$ cat src/rtl/mips_pkg.sv
// Shared MIPS definitions: primary opcodes, memory-stage state encoding and
// helpers that map an opcode/address pair onto byte enables and store lanes.
package mips_pkg;

    localparam logic [5:0] OP_LB  = 6'h20;
    localparam logic [5:0] OP_LH  = 6'h21;
    localparam logic [5:0] OP_LW  = 6'h23;
    localparam logic [5:0] OP_LBU = 6'h24;
    localparam logic [5:0] OP_LHU = 6'h25;
    localparam logic [5:0] OP_SB  = 6'h28;
    localparam logic [5:0] OP_SH  = 6'h29;
    localparam logic [5:0] OP_SW  = 6'h2B;

    typedef enum logic {IDLE, BUS} state_t;

    function automatic logic is_load(input logic [5:0] op);
        return op inside {OP_LB, OP_LH, OP_LW, OP_LBU, OP_LHU};
    endfunction

    function automatic logic is_store(input logic [5:0] op);
        return op inside {OP_SB, OP_SH, OP_SW};
    endfunction

    function automatic logic is_mem_op(input logic [5:0] op);
        return is_load(op) || is_store(op);
    endfunction

    function automatic logic [3:0] byte_enable(input logic [5:0] op, input logic [1:0] lane);
        if (op inside {OP_LB, OP_LBU, OP_SB})
            return 4'b0001 << lane;
        else if (op inside {OP_LH, OP_LHU, OP_SH})
            return lane[1] ? 4'b1100 : 4'b0011;
        else
            return 4'b1111;
    endfunction

    // Narrow stores are replicated so the memory only has to honour the enables.
    function automatic logic [31:0] store_lanes(input logic [5:0] op, input logic [31:0] data);
        if (op == OP_SB)
            return {4{data[7:0]}};
        else if (op == OP_SH)
            return {2{data[15:0]}};
        else
            return data;
    endfunction

    function automatic logic misaligned(input logic [5:0] op, input logic [1:0] lane);
        if (op inside {OP_LH, OP_LHU, OP_SH})
            return lane[0];
        else if (op inside {OP_LW, OP_SW})
            return lane != 2'b00;
        else
            return 1'b0;
    endfunction

endpackage

$ cat src/rtl/load_align.sv
// Picks the addressed byte/halfword out of a bus word and sign- or
// zero-extends it according to the load opcode.
module load_align
    import mips_pkg::*;
(
    input  logic [31:0] rdata,
    input  logic [1:0]  addr,
    input  logic [5:0]  opcode,
    output logic [31:0] data
);

    logic [7:0]  lanes [4];
    logic [7:0]  byte_lane;
    logic [15:0] half_lane;

    for (genvar gi = 0; gi < 4; gi++) begin : g_lane
        assign lanes[gi] = rdata[8*gi +: 8];
    end

    assign byte_lane = lanes[addr];
    assign half_lane = addr[1] ? rdata[31:16] : rdata[15:0];

    always_comb begin
        data = rdata;
        case (opcode)
            OP_LB:   data = {{24{byte_lane[7]}}, byte_lane};
            OP_LBU:  data = {24'h0, byte_lane};
            OP_LH:   data = {{16{half_lane[15]}}, half_lane};
            OP_LHU:  data = {16'h0, half_lane};
            default: data = rdata;
        endcase
    end

endmodule

$ cat src/rtl/mem_stage.sv
// MIPS memory stage: passes ALU results through, runs one data-bus transaction
// per load/store with a cycle-count abort. Define MEM_ALIGN_CHECK_EN to fault misaligned accesses.
module mem_stage
    import mips_pkg::*;
#(
    parameter int BUS_TIMEOUT = 255
) (
    input  logic        clock,
    input  logic        reset,
    input  logic        in_valid,
    input  logic [5:0]  in_opcode,
    input  logic [31:0] in_addr,
    input  logic [31:0] in_store_data,
    input  logic [4:0]  in_write_reg,
    input  logic        in_reg_we,
    output logic        dbus_req,
    output logic        dbus_we,
    output logic [31:0] dbus_addr,
    output logic [3:0]  dbus_be,
    output logic [31:0] dbus_wdata,
    input  logic        dbus_ack,
    input  logic [31:0] dbus_rdata,
    output logic        stall,
    output logic        wb_valid,
    output logic [4:0]  wb_reg,
    output logic [31:0] wb_data,
    output logic        wb_we,
    output logic        wb_err
);

    localparam logic [7:0] TIMEOUT_LAST = 8'(BUS_TIMEOUT - 1);

    state_t      state_reg;
    logic [7:0]  count_reg;
    logic [5:0]  op_reg;
    logic [1:0]  lane_reg;
    logic [4:0]  reg_reg;
    logic [31:0] load_data;

    load_align u_load_align (
        .rdata  (dbus_rdata),
        .addr   (lane_reg),
        .opcode (op_reg),
        .data   (load_data)
    );

    assign stall = (state_reg == BUS) && !dbus_ack;

    always_ff @(posedge clock) begin
        if (reset) begin
            state_reg  <= IDLE;
            count_reg  <= '0;
            op_reg     <= '0;
            lane_reg   <= '0;
            reg_reg    <= '0;
            dbus_req   <= 1'b0;
            dbus_we    <= 1'b0;
            dbus_addr  <= '0;
            dbus_be    <= '0;
            dbus_wdata <= '0;
            wb_valid   <= 1'b0;
            wb_reg     <= '0;
            wb_data    <= '0;
            wb_we      <= 1'b0;
            wb_err     <= 1'b0;
        end else begin
            wb_valid <= 1'b0;
            case (state_reg)
                IDLE: begin
                    if (in_valid) begin
                        if (!is_mem_op(in_opcode)) begin
                            wb_valid <= 1'b1;
                            wb_reg   <= in_write_reg;
                            wb_data  <= in_addr;
                            wb_we    <= in_reg_we;
                            wb_err   <= 1'b0;
                        end
`ifdef MEM_ALIGN_CHECK_EN
                        else if (misaligned(in_opcode, in_addr[1:0])) begin
                            wb_valid <= 1'b1;
                            wb_reg   <= in_write_reg;
                            wb_we    <= 1'b0;
                            wb_err   <= 1'b1;
                        end
`endif
                        else begin
                            state_reg  <= BUS;
                            count_reg  <= '0;
                            op_reg     <= in_opcode;
                            lane_reg   <= in_addr[1:0];
                            reg_reg    <= in_write_reg;
                            dbus_req   <= 1'b1;
                            dbus_we    <= is_store(in_opcode);
                            dbus_addr  <= {in_addr[31:2], 2'b00};
                            dbus_be    <= byte_enable(in_opcode, in_addr[1:0]);
                            dbus_wdata <= store_lanes(in_opcode, in_store_data);
                        end
                    end
                end
                BUS: begin
                    // Ack is checked before the timeout so a last-cycle ack still completes.
                    if (dbus_ack) begin
                        state_reg <= IDLE;
                        count_reg <= '0;
                        dbus_req  <= 1'b0;
                        wb_valid  <= 1'b1;
                        wb_reg    <= reg_reg;
                        wb_we     <= is_load(op_reg);
                        wb_err    <= 1'b0;
                        if (is_load(op_reg))
                            wb_data <= load_data;
                    end else if (count_reg == TIMEOUT_LAST) begin
                        state_reg <= IDLE;
                        count_reg <= '0;
                        dbus_req  <= 1'b0;
                        wb_valid  <= 1'b1;
                        wb_reg    <= reg_reg;
                        wb_we     <= 1'b0;
                        wb_err    <= 1'b1;
                    end else begin
                        count_reg <= count_reg + 8'd1;
                    end
                end
                default: state_reg <= IDLE;
            endcase
        end
    end

endmodule
$ cat config.mk
export PLATFORM = sky130hd
export DESIGN_NAME = mem_stage
export DESIGN_NICKNAME = d
export VERILOG_FILES = /design/src/rtl/mips_pkg.sv /design/src/rtl/load_align.sv /design/src/rtl/mem_stage.sv
export SDC_FILE = /design/constraint.sdc
export NUM_CORES = 1
export LEC_CHECK = 0
export BUFFER_PORTS_ARGS = -buffer_cell sky130_fd_sc_hd__buf_2
export CORE_AREA = 2 2 109 111
export CTS_CLUSTER_DIAMETER = 60
export DETAILED_ROUTE_END_ITERATION = 16
export DIE_AREA = 0 0 111 113
export PLACE_DENSITY = 0.86
export SLEW_MARGIN = 25
export SYNTH_ARGS = -nofsm -noshare
export SYNTH_HDL_FRONTEND = slang
export SYNTH_SLANG_ARGS = --single-unit
$ cat constraint.sdc
create_clock -name clock -period 3.6 [get_ports clock]
set_clock_uncertainty 0.05 [all_clocks]
set_input_delay 0.54 -clock clock [delete_from_list [all_inputs] [get_ports clock]]
set_output_delay 0.54 -clock clock [all_outputs]
set_load 0.01 [all_outputs]
==> summary.txt <==
Drt
  – DRC: 0
  – WL/cell: 17.1 um
  – Pre-Repair DR Iteration Count: 5
  – Final WL: 18,100 um
  – Vias/cell: 5.82
  – Vias: 6,156
  – Initial drt markers: 606
  – Routed Antenna Nets: 0

Cells and area
  – Post-Layout Cell Count: 1,058
  – Share of layout cells above drive strength 1: 0.315
  – Area of the multi-input gates: 3160 um2
  – Layout area overhead: 28.6%
  – Fill count: 895
  – N_diodes: 0
  – FF+latch area: 2600 um2
  – Nets: 1,017
  – Finished Cell Area: 7800 um2
  – Largest registers: dbus_wdata x32, wb_data x32, dbus_addr x30

CTS
  – CTS clock-pin slew for the worst setup and hold paths: 60 ps
  – CTS Buf Count: 17
  – CTS root buffer: clkbuf_16
  – Postcts setup bufs: 0
  – TritonCTS clock tree: yes
  – CTS max path bufs: 2
  – Clk_lat worst skew: 420 ps
  – Hold Buf Count CTS: 0
  – Clock sinks: 130
  – Resized cells post-CTS: 0
  – Htree depth: 4

Run
  – MaxCap Viol Count: 0

Power
  – Power Density: 489 nW/um2
  – Peak VDD IR: 400 uV
  – P_leak: 3.28 nW

Floorplan
  – Core outline area: 11,300 um2
  – Starting Density: 0.538
  – Die W: 111 um
  – Floorplan row count: 39
  – Die height: 113 um
  – Die Area: 12,500 um2
  – # IOs: 223

Setup path
  – R2r startpoint: op_reg[0]
  – Critical Path Fanout Max: 16
  – Slowest stage cell on the critical path: nor2b_1
  – Buf/Inv on CP: 0
  – CP peak stage delay: 740 ps
  – Crit. End Element: flip-flop
  – CP Class: flip-flop to flip-flop
  – Top delay family on crit path: simple AND/OR/NAND/NOR gates
  – R2R depth: 4
  – FF-to-FF setup slack: 1100 ps
  – CP startpoint kind: flip-flop
  – Required @ worst endpoint: 3810 ps
  – Worst flop-to-flop path endpoint: wb_data[6]
  – CP Cell Sequence: nor2b_1, mux4_2, a222oi_1, a211oi_1
  – Data arrival time of the critical path: 2710 ps

Min path
  – Hold path depth: 3
  – Min-delay worst type: input port to flip-flop
  – Beginning of the worst hold path: in_write_reg[3]
  – Hold endpoint: reg_reg[3]

Yosys
  – Synthesized area: 6060 um2
  – Most frequent cells after synthesis: nand2_1, dfxtp_1, a21oi_1
  – Post-Synthesis Cells: 716
  – Register area share after synthesis: 0.429
  – Async set-reset flop share out of synthesis: 0
  – FF+latch count, synth: 130
  – Syn avg cell area: 8.47 um2
  – Cell with the most instances after synthesis: nand2_1
  – Synth warn: 0
  – Most used flip-flop cell after synthesis: dfxtp_1
  – Post-synth EDFFs: 0
  – Largest cells by area after synthesis: dfxtp_1, nand2_1, a21oi_1, mux2i_1, nor2_1
  – Netlist cell types: 55
  – Post-synth top area share: 0.429
  – Leading area contributor after synthesis: dfxtp_1

Timing
  – Worst setup margin: 1100 ps
  – Crit share post-route: 0.694
  – Peak Freq: 400 MHz
  – Worst slew margin: 0.368
  – Final hold vios: 0
  – Total negative slack: 0 ps
  – Max Slew Vio Count: 0
  – Hold Slack: 322 ps
  – Worst-Margin Slew: 947 ps
  – Unrepaired setup endpoints after global routing: no
  – Tmin final: 2500 ps
  – Final setup vio count: 0

Placement
  – Port bufs: 220
  – Placed Area: 7160 um2
  – DP HPWL: 12,700 um
  – GP Congestion: 0.882
  – Cell count after placement: 1,027
  – Dpl ws: 981 ps

GRT
  – GR Util met1: 0.345
  – M3 GR Usage: 0.0675
  – Vias in the first global route: 5,715
  – Layer with the highest usage: met2
  – First-pass GRT wire length: 28,800 um
  – Met2 Usage GRT: 0.488
  – Gr ovfl total: 0
  – All-Layer GR Usage: 0.285
  – Number of antenna violations at the first check in global routing: 0
  – Pin count of the biggest net entering global routing: 74

Run status
  – Status: complete, no violations
## layer usage
layer,share of wire,vias up
met5,0,-
met2,0.50,324
met3,0.080,44
met4,0.030,0
met1,0.39,2848
li1,-,2940
## worst max path at each step
stage	from	to	depth (start not counted)
2_1_floorplan	in_opcode[4]	dbus_wdata[10]	6
3_3_place_gp	in_opcode[0]	dbus_wdata[29]	7
3_5_place_dp	in_opcode[0]	dbus_wdata[19]	7
4_1_cts	op_reg[0]	wb_data[6]	4
5_1_grt	op_reg[0]	wb_data[6]	4
6_report	op_reg[0]	wb_data[6]	4
## area by class of cell
cell class,instances,area share
Inverter,6,0.00289
Sequential cell,130,0.334
Timing Repair Buffer,231,0.154
Tap cell,143,0.0229
Clock inverter,12,0.0231
Clock buffer,19,0.0581
Multi-Input combinational cell,517,0.405
## through the flow
step,power [W],util
floorplan,0.00181,-
global placement,0.00199,0.636
detailed placement,0.00200,0.636
CTS,0.00382,0.692
global route,0.00395,0.692
finish,0.00382,0.692
## cell families after synthesis
kind of cell             after synthesis  share of synthesized area
AND/OR/NAND/NOR                      268                      0.201
AO/OA/AOI/OAI                        191                      0.213
flip-flops                           130                      0.429
buffers and inverters                 70                     0.0508
multiplexers                          54                      0.101
adder cells (fa/ha/maj)                2                    0.00413
other                                  1                   0.000618
## worst min-delay path, stage by stage
cell and delay, ps:
buf_2 100, nand2_1 50, a21oi_1 50
## cell usage in the layout, fill, tap and decap left out, types with 6 or more instances in the layout
| cell | instances |
|---|---|
| buf_2 | 219 |
| nand2_1 | 148 |
| dfxtp_1 | 130 |
| a21oi_1 | 91 |
| nor2_1 | 59 |
| mux2i_1 | 42 |
| a211oi_1 | 26 |
| or3_1 | 17 |
| clkbuf_16 | 17 |
| o2111ai_1 | 16 |
| buf_4 | 11 |
| a311oi_1 | 10 |
| o211ai_1 | 10 |
| nand2b_1 | 8 |
| mux2_2 | 7 |
| o21ai_0 | 6 |
| nand3b_1 | 6 |
## where the power goes
group | switching (W) | internal, W
clock | 0.000647 | 0.00119
combinational | 0.000256 | 0.000182
sequential | 0.0000378 | 0.00150
(Power assumes the default switching activity.)
